## src/rtl/maxqueue_source_if.sv

```systemverilog
// Sink/source bus of the sorted priority queue: entries in on the sink side,
// highest-priority head out on the source side, plus count and drop status.
interface maxqueue_source_if #(
  parameter int unsigned DATA_WIDTH = 10,
  parameter int unsigned PRIO_WIDTH = 32,
  parameter int unsigned TOT_SIZE   = 4
);
  localparam int unsigned CNT_WIDTH = $clog2(TOT_SIZE + 1);

  logic                  sink_valid;
  logic                  sink_ready;
  logic [DATA_WIDTH-1:0] sink_data;
  logic [PRIO_WIDTH-1:0] sink_prio;
  logic                  source_valid;
  logic                  source_ready;
  logic [DATA_WIDTH-1:0] source_data;
  logic [PRIO_WIDTH-1:0] source_prio;
  logic [CNT_WIDTH-1:0]  count;
  logic                  drop;

  // Producer/consumer side (drives entries in, takes the head).
  modport master (
    output sink_valid, sink_data, sink_prio, source_ready,
    input  sink_ready, source_valid, source_data, source_prio, count, drop
  );

  // Queue side.
  modport slave (
    input  sink_valid, sink_data, sink_prio, source_ready,
    output sink_ready, source_valid, source_data, source_prio, count, drop
  );
endinterface

```

## src/rtl/maxqueue_source.sv

```systemverilog
// Sorted priority queue (register array, slot 0 = head). Insert and pop each
// complete in one cycle; equal priorities keep arrival order.
// Optional feature: define MAXQUEUE_OVERFLOW_EN to always accept entries and
// discard the lowest-priority one on overflow (pulsing drop).
module maxqueue_source #(
  parameter int unsigned DATA_WIDTH = 10,
  parameter int unsigned PRIO_WIDTH = 32,
  parameter int unsigned TOT_SIZE   = 4
) (
  input logic              sink_clk,
  input logic              reset,
  maxqueue_source_if.slave bus
);
  localparam int unsigned CNT_WIDTH = $clog2(TOT_SIZE + 1);
  localparam int unsigned LAST      = TOT_SIZE - 1;

  logic [DATA_WIDTH-1:0] data_q  [TOT_SIZE];
  logic [PRIO_WIDTH-1:0] prio_q  [TOT_SIZE];
  logic [TOT_SIZE-1:0]   occ_q;
  logic [CNT_WIDTH-1:0]  count_q;

  logic [DATA_WIDTH-1:0] data_sh [TOT_SIZE];
  logic [PRIO_WIDTH-1:0] prio_sh [TOT_SIZE];
  logic [TOT_SIZE-1:0]   occ_sh;
  logic [DATA_WIDTH-1:0] data_n  [TOT_SIZE];
  logic [PRIO_WIDTH-1:0] prio_n  [TOT_SIZE];
  logic [TOT_SIZE-1:0]   occ_n;
  logic [CNT_WIDTH-1:0]  count_n;
  logic [CNT_WIDTH-1:0]  pos;

  logic push;
  logic pop;
  logic full;
  logic ins_en;

  assign full = (count_q == CNT_WIDTH'(TOT_SIZE));
  assign push = bus.sink_valid && bus.sink_ready;
  assign pop  = occ_q[0] && bus.source_ready;

  // Pop shift, insert position search on the shifted array, then insert.
  always_comb begin
    for (int i = 0; i < TOT_SIZE; i++) begin
      data_sh[i] = data_q[i];
      prio_sh[i] = prio_q[i];
    end
    occ_sh = occ_q;
    if (pop) begin
      for (int i = 0; i < int'(LAST); i++) begin
        data_sh[i] = data_q[i+1];
        prio_sh[i] = prio_q[i+1];
        occ_sh[i]  = occ_q[i+1];
      end
      data_sh[LAST] = '0;
      prio_sh[LAST] = '0;
      occ_sh[LAST]  = 1'b0;
    end

    // First slot that is empty or strictly lower priority; TOT_SIZE = none.
    pos = CNT_WIDTH'(TOT_SIZE);
    for (int i = int'(LAST); i >= 0; i--) begin
      if (!occ_sh[i] || (prio_sh[i] < bus.sink_prio)) pos = CNT_WIDTH'(i);
    end

    // A full queue with no free slot below the new priority discards it.
    ins_en = push && (pos != CNT_WIDTH'(TOT_SIZE));

    for (int i = 0; i < TOT_SIZE; i++) begin
      data_n[i] = data_sh[i];
      prio_n[i] = prio_sh[i];
    end
    occ_n = occ_sh;
    if (ins_en) begin
      if (pos == '0) begin
        data_n[0] = bus.sink_data;
        prio_n[0] = bus.sink_prio;
        occ_n[0]  = 1'b1;
      end
      for (int i = 1; i < TOT_SIZE; i++) begin
        if (CNT_WIDTH'(i) == pos) begin
          data_n[i] = bus.sink_data;
          prio_n[i] = bus.sink_prio;
          occ_n[i]  = 1'b1;
        end else if (CNT_WIDTH'(i) > pos) begin
          data_n[i] = data_sh[i-1];
          prio_n[i] = prio_sh[i-1];
          occ_n[i]  = occ_sh[i-1];
        end
      end
    end

    count_n = count_q;
    if (push && !pop && !full) count_n = count_q + CNT_WIDTH'(1);
    else if (pop && !push)     count_n = count_q - CNT_WIDTH'(1);
  end

  // Slot array and occupancy count.
  always_ff @(posedge sink_clk) begin
    if (reset) begin
      for (int i = 0; i < TOT_SIZE; i++) begin
        data_q[i] <= '0;
        prio_q[i] <= '0;
      end
      occ_q   <= '0;
      count_q <= '0;
    end else begin
      for (int i = 0; i < TOT_SIZE; i++) begin
        data_q[i] <= data_n[i];
        prio_q[i] <= prio_n[i];
      end
      occ_q   <= occ_n;
      count_q <= count_n;
    end
  end

`ifdef MAXQUEUE_OVERFLOW_EN
  logic drop_q;

  // One-cycle pulse whenever a push into a full, non-popping queue loses an entry.
  always_ff @(posedge sink_clk) begin
    if (reset) drop_q <= 1'b0;
    else       drop_q <= push && !pop && full;
  end

  assign bus.sink_ready = 1'b1;
  assign bus.drop       = drop_q;
`else
  logic ready_q;

  // Ready tracks the next count so it depends on stored state only.
  always_ff @(posedge sink_clk) begin
    if (reset) ready_q <= 1'b1;
    else       ready_q <= (count_n < CNT_WIDTH'(TOT_SIZE));
  end

  assign bus.sink_ready = ready_q;
  assign bus.drop       = 1'b0;
`endif

  assign bus.source_valid = occ_q[0];
  assign bus.source_data  = data_q[0];
  assign bus.source_prio  = prio_q[0];
  assign bus.count        = count_q;
endmodule

```

## src/flat_wrapper.sv

```systemverilog
// flat-port wrapper written by rule: the top's interface ports become plain ports
module maxqueue_source_flat 
#(
  parameter int unsigned DATA_WIDTH = 10,
  parameter int unsigned PRIO_WIDTH = 32,
  parameter int unsigned TOT_SIZE   = 4
)
  (sink_clk, reset, bus_sink_valid, bus_sink_data, bus_sink_prio, bus_source_ready, bus_sink_ready, bus_source_valid, bus_source_data, bus_source_prio, bus_count, bus_drop);
  maxqueue_source_if #(.DATA_WIDTH(DATA_WIDTH), .PRIO_WIDTH(PRIO_WIDTH), .TOT_SIZE(TOT_SIZE)) bus_i ();
  input logic sink_clk;
  input logic reset;
  input wire logic [$bits(bus_i.sink_valid)-1:0] bus_sink_valid;
  input wire logic [$bits(bus_i.sink_data)-1:0] bus_sink_data;
  input wire logic [$bits(bus_i.sink_prio)-1:0] bus_sink_prio;
  input wire logic [$bits(bus_i.source_ready)-1:0] bus_source_ready;
  output wire logic [$bits(bus_i.sink_ready)-1:0] bus_sink_ready;
  output wire logic [$bits(bus_i.source_valid)-1:0] bus_source_valid;
  output wire logic [$bits(bus_i.source_data)-1:0] bus_source_data;
  output wire logic [$bits(bus_i.source_prio)-1:0] bus_source_prio;
  output wire logic [$bits(bus_i.count)-1:0] bus_count;
  output wire logic [$bits(bus_i.drop)-1:0] bus_drop;
  assign bus_i.sink_valid = bus_sink_valid;
  assign bus_i.sink_data = bus_sink_data;
  assign bus_i.sink_prio = bus_sink_prio;
  assign bus_i.source_ready = bus_source_ready;
  assign bus_sink_ready = bus_i.sink_ready;
  assign bus_source_valid = bus_i.source_valid;
  assign bus_source_data = bus_i.source_data;
  assign bus_source_prio = bus_i.source_prio;
  assign bus_count = bus_i.count;
  assign bus_drop = bus_i.drop;
  maxqueue_source #(.DATA_WIDTH(DATA_WIDTH), .PRIO_WIDTH(PRIO_WIDTH), .TOT_SIZE(TOT_SIZE)) u_core (.sink_clk(sink_clk), .reset(reset), .bus(bus_i));
endmodule
```

## config.mk

```make
export PLATFORM = sky130hd
export DESIGN_NAME = maxqueue_source_flat
export DESIGN_NICKNAME = d
export VERILOG_FILES = /design/src/rtl/maxqueue_source_if.sv /design/src/rtl/maxqueue_source.sv /design/src/flat_wrapper.sv
export SDC_FILE = /design/constraint.sdc
export NUM_CORES = 1
export LEC_CHECK = 0
export ABC_AREA = 0
export BUFFER_PORTS_ARGS = -buffer_cell sky130_fd_sc_hd__buf_4
export CAP_MARGIN = 5
export CELL_PAD_IN_SITES_DETAIL_PLACEMENT = 1
export CELL_PAD_IN_SITES_GLOBAL_PLACEMENT = 2
export CORE_UTILIZATION = 34
export DETAILED_ROUTE_END_ITERATION = 8
export GPL_TIMING_DRIVEN = 0
export PLACE_DENSITY_LB_ADDON = 0.05
export SKIP_CTS_REPAIR_TIMING = 1
export SLEW_MARGIN = 20
export SYNTH_ARGS = -nofsm -noshare
export SYNTH_HDL_FRONTEND = slang
export SYNTH_SLANG_ARGS = --single-unit
```

## constraint.sdc

```tcl
create_clock -name sink_clk -period 5.2 [get_ports sink_clk]
set_input_delay 1.04 -clock sink_clk [delete_from_list [all_inputs] [get_ports sink_clk]]
set_output_delay 1.04 -clock sink_clk [all_outputs]
set_load 0.005 [all_outputs]
```

# After elaboration in Yosys (flattened, before gate mapping)
# Memory sizes are Yosys's and may differ from the RTL's.
# Cells that the tools add are included.
[totals]
n_memories = 2
elab_cells = 90
reg_bits = 8
out_inout_bits = 48
ramBits = 168
inputBits = 46
[classes]
eq_ne = 5
add_sub_neg = 2
reduce_logical = 18
magnitude_cmp = 8
n_mux = 44
bitwise_logic = 8
[mem_list]
columns = ["name", "words", "word_bits", "rd", "rd_clocked_by_memory_dff", "wr", "line_no", "rtl"]
rows = [
  ["u_core.prio_q", 4, 32, 4, 0, 4, "maxqueue_source.sv:18", "logic [PRIO_WIDTH-1:0] prio_q [TOT_SIZE];"],
  ["u_core.data_q", 4, 10, 4, 0, 4, "maxqueue_source.sv:17", "logic [DATA_WIDTH-1:0] data_q [TOT_SIZE];"],
]
[op_table]
columns = ["cell", "n"]
rows = [
  ["32-bit two-way mux", 11],
  ["128-bit two-way mux", 2],
  ["32-bit < comparator", 4],
  ["10-bit two-way mux", 11],
  ["40-bit two-way mux", 2],
  ["3-bit two-way mux", 6],
  ["1-bit two-way mux", 10],
  ["4-bit two-way mux", 2],
  ["1-bit OR", 8],
  ["1-bit logical NOT", 7],
  ["2-bit by 3-bit == test with 1-bit output (first input constant)", 2],
  ["2-bit by 3-bit greater-than comparator with 1-bit output (first input constant)", 2],
  ["1-bit logical AND", 6],
  ["1-bit logical OR", 4],
  ["3-bit by 1-bit adder with 3-bit output (second input constant)", 1],
  ["1-bit by 3-bit == test with 1-bit output (first input constant)", 1],
  ["3-bit == test (second input constant)", 1],
  ["1-bit by 3-bit greater-than comparator with 1-bit output (first input constant)", 1],
  ["3-bit logical NOT", 1],
  ["3-bit < comparator (second input constant)", 1],
  ["3-bit != test (second input constant)", 1],
  ["3-bit by 1-bit subtractor with 3-bit output (second input constant)", 1],
]

# Depth between registers and ports, before layout
[logic_depth]
word_depth = 13
ltp_mapped = 19
depth_no_buf = 12

# Least setup slack after synthesis
# OpenSTA, ideal clock, no wires.
[synth_timing]
path_kind = "in2reg"
startpoint = "input port bus_source_ready"
endpoint = "memory u_core.prio_q[3][7] (netlist: u_core.prio_q[0][103])"
setup_slack_ns = 0.053
arrival_ns = 5.044
path_stages = 18
path_buffers = 6
t_required_ns = 5.097
setup_ns = 0.103
cell_sequence = "buf_4 nand2_4 clkbuf_1 buf_2 clkbuf_1 mux2i_1 inv_1 ha_1 a21oi_1 a311oi_1 a2111oi_0 a31oi_1 o31a_2 buf_4 a41oi_4 buf_2 nor2_1 a2111oi_2"
[synth_rtl]
columns = ["element", "line_no", "rtl"]
rows = [
  ["start: declaration", "flat_wrapper.sv:15", "input wire logic [$bits(bus_i.source_ready)-1:0] bus_source_ready;"],
  ["end: declaration", "maxqueue_source.sv:18", ""],
]

==> results by group <==
Timing
  • Final Skew: ~0.013 ns
  • Finish-stage setup viols: 0
  • Period minus WS final: just over 5 ns
  • Upper clock frequency limit: a little under 0.2 GHz
  • Max-slew violation count: 0
  • Final hold vios: 0
  • Final setup margin: ~0.086 ns
  • Worst Hold Slack: 0.502 ns
  • Post-route setup TNS: 0 ns
  • Tightest Pin Transition: ~0.98 ns
  • Max-Slew Margin vs Limit: 0.348
  • Final clock period utilization by the worst path: 0.983

Worst setup path
  • Critical Path Start Type: input pin
  • Launch point of the worst path: bus_source_ready
  • Req. time, crit path: roughly 5.5 ns
  • Worst flop-to-flop path startpoint: u_core.occ_q[0]
  • Critical path endpoint category: flop
  • Arrival @ worst endpoint: about 5.4 ns
  • Setup Crit Path Kind: input pin to flop
  • Crit path max fanout: 10

Worst hold path
  • Launch point of the worst hold path: u_core.data_q[3][1]
  • Hold/Removal Path Class: flop to flop

Floorplan
  • Width of the die: about 200 um
  • Boundary Pins: 94
  • Die H: about 200 um
  • Total Die Area: ~39000 sq um
  • Core area: around 37000 sq um
  • Starting Density: 0.348
  • Standard-cell row count: 70

GRT
  • Number of global-route vias before repair: ~13000
  • Gr ovfl total: 0
  • Wire length of the first global-routing pass: around 80000 um
  • Largest net degree at the start of global routing: 17
  • Antenna violations before repair: 0
  • GRT Overall Usage: 0.280

Power
  • Power Internal: 0.00263 W
  • Leakage: between 7 and 8 nW
  • Max rail drop VDD: about 0.25 mV
  • Portion of total power attributed to sequential cells: 0.381
  • Combinational Power Share: 0.285
  • Clock group share of total power: 0.334
  • Sw frac: 0.348
  • Power after layout: 0.00403 W
  • Cell area power density: around 270 nW/um^2
  • Net switching power: roughly 0.0014 W

Synth
  • Share of the yosys chip area belonging to registers: 0.274
  • Number of flops mapped to enable cells by yosys: 0
  • Post-synthesis cell type count: 60
  • Top_reg_cell synth: dfxtp_1
  • Mapped Avg Cell Area: 8.14 sq um
  • Async S/R FF share, synth: 0
  • Synthesized cell area: 12800 sq um
  • Synthesized netlist net count: about 1800
  • Synthesis-stage register bit count: roughly 180
  • Yosys warns: 0
  • Count of mapped cells out of synthesis: approximately 1600

Clock tree
  • CTS root buffer: clkbuf_16
  • Clock latency reported for the late side of the worst-skew pair: around 0.47 ns
  • Number of sinks handled by clock tree synthesis: roughly 180
  • Number of buffers inserted during clock tree synthesis: 17
  • Clock-pin slew on the worst setup and hold paths: around 0.080 ns
  • Bufs on Longest Clock Path: 2
  • H-tree lvl count: 4
  • Clock tree from TritonCTS: yes

Job
  • Max-cap check violation count: 0

Layout
  • # diodes: 0
  • Final core utilization: 0.409
  • Area added between synthesis and finish: 17.4%
  • Fill count: 4407
  • Final net count: roughly 1900
  • Ratio of cells with drive above 1 in the final layout: 0.204

Drt
  • Drt via density: 5.62
  • WL per Instance: roughly 24 um
  • Remaining antenna violation count: 0
  • Detailed router's first-iteration violation count: approximately 600
  • Total number of vias: 12400
  • First-pass iteration count of the detailed router: 5
  • Total DRC errors in the routed layout: 0
  • Final wirelength: around 54000 um

Placed design
  • Pre-CTS setup slack: -2.28 ns
  • PortBufs: 90
  • Hpwl dp: 40900 um
  • Gpl congestion: between 0.8 and 0.9

Run status
  • Outcome: complete, no violations
routing by layer:
layer | GRT usage | routed length [um] | part of all wire | vias to the layer above
met1 | 0.378 | 25300 | 0.47 | 6203
li1 | - | - | - | 5913
met4 | 0.0735 | 1000 | 0.019 | 0
met5 | 0 | 0 | 0 | -
met3 | 0.0313 | 2030 | 0.038 | 62
met2 | 0.472 | 25200 | 0.47 | 241
through the flow:
step	cells	instance area, sq um
after global placement	2172	14100
after floorplan	1578	12800
after CTS	2205	14700
after global routing	2209	15100
final	2209	15100
after detailed placement	2173	14200
cells in the mapped netlist (3+ instances only):
| master | count | area (sq um) |
|---|---|---|
| and3_1 | 6 | 37.5 |
| nand2_1 | 50 | 188 |
| a2111oi_1 | 4 | 40.0 |
| o2bb2ai_1 | 5 | 43.8 |
| buf_4 | 40 | 300 |
| a21oi_1 | 131 | 656 |
| mux2_2 | 37 | 417 |
| buf_2 | 31 | 155 |
| o21ai_0 | 96 | 480 |
| a21o_1 | 35 | 263 |
| nor2_1 | 189 | 709 |
| a32o_1 | 5 | 50.1 |
| nor3_1 | 86 | 430 |
| mux2i_1 | 100 | 1000 |
| clkbuf_1 | 73 | 274 |
| a2111oi_2 | 28 | 420 |
| a2111oi_0 | 3 | 26.3 |
| dfxtp_1 | 176 | 3520 |
| nand4_1 | 20 | 125 |
| inv_1 | 115 | 432 |
| o21a_1 | 5 | 37.5 |
| a211o_1 | 3 | 26.3 |
| ha_1 | 127 | 1590 |
| o31ai_1 | 3 | 22.5 |
| and4_1 | 3 | 26.3 |
| or2_2 | 11 | 68.8 |
| nand3_1 | 8 | 40.0 |
| o211a_1 | 6 | 60.1 |
| a221oi_1 | 40 | 350 |
| a211oi_1 | 66 | 495 |
| buf_1 | 6 | 22.5 |
| or4_1 | 3 | 22.5 |
| and2_1 | 33 | 206 |
power by group through the flow:
stage / Combinational [W] / Sequential, W / Clock [W]
floorplan: 0.000718 / 0.00154 / 0
global placement: 0.00110 / 0.00156 / 0
detailed placement: 0.00111 / 0.00156 / 0
CTS: 0.00112 / 0.00153 / 0.00137
global route: 0.00127 / 0.00155 / 0.00142
finish: 0.00115 / 0.00154 / 0.00135
path summary, 6_finish.rpt:
| check | endpoint | slack [ns] | cells after the start |
|---|---|---|---|
| min | u_core.data_q[3][1] | 0.50 | 1 |
| max | u_core.data_q[1][6] | 0.09 | 20 |
| max reg2reg | u_core.data_q[1][6] | 0.46 | 19 |
| min reg2reg | u_core.data_q[3][1] | 0.50 | 1 |
critical path, cell delays in order:
cell,delay [ns]
buf_4,0.18
nand2_4,0.15
buf_6,0.19
buf_6,0.19
buf_8,0.22
mux2i_2,0.30
inv_1,0.08
ha_1,0.37
nand4_1,0.12
buf_4,0.19
or3_1,0.39
a221o_1,0.38
a31oi_4,0.26
o31a_2,0.25
buf_6,0.20
a41oi_4,0.19
buf_4,0.20
clkbuf_2,0.24
o21ai_0,0.16
a21oi_1,0.08
final cells by class:
| class | count | area [sq um] | share of cell area |
|---|---|---|---|
| well taps | 504 | 631 | 0.0418 |
| repair buffers | 96 | 721 | 0.0478 |
| clock inverters | 11 | 106 | 0.00705 |
| clock buffers | 21 | 470 | 0.0312 |
| flip-flops and latches | 176 | 3520 | 0.234 |
| inverters | 116 | 435 | 0.0289 |
| multi-input cells | 1136 | 8280 | 0.549 |
| plain buffers | 149 | 911 | 0.0604 |
sequential cells by signal, summed over array words and instances (netlist names):
| name | cells |
|---|---|
| u_core.occ_q | 4 |
| u_core.prio_q | 128 |
| u_core.bus.sink_ready | 1 |
| u_core.bus.count | 3 |
| u_core.data_q | 40 |
kinds of logic after synthesis:
logic type      Yosys count  synth area share
xor+xnor                  1          0.000682
mux                     137             0.110
fa+ha+maj               127             0.124
compound gates          452             0.249
flops                   176             0.274
other cells               1          0.000292
simple gates            418             0.149
buf+inv                 266            0.0925
cells in the final DEF, fill, tap and decap left out, types with 3 or more instances in the layout:
cell type	instances
nor2_1	189
dfxtp_1	176
buf_4	138
a21oi_1	131
ha_1	127
inv_1	115
o21ai_0	96
nor3_1	85
mux2i_1	79
a211oi_1	66
nand2_1	50
clkbuf_1	42
a221oi_1	40
mux2_2	37
a21o_1	35
and2_1	33
a2111oi_2	28
clkbuf_2	25
mux2i_2	21
nand4_1	20
clkbuf_16	17
buf_2	16
clkbuf_4	15
or2_2	11
buf_6	7
nand3_1	7
o211a_1	6
and3_1	6
o21a_1	5
a32o_1	5
o2bb2ai_1	5
a2111oi_1	4
buf_8	3
and4_1	3
a211o_1	3
clkbuf_8	3
clkinvlp_4	3
clkinv_4	3
Power figures use the tool's default switching activity.
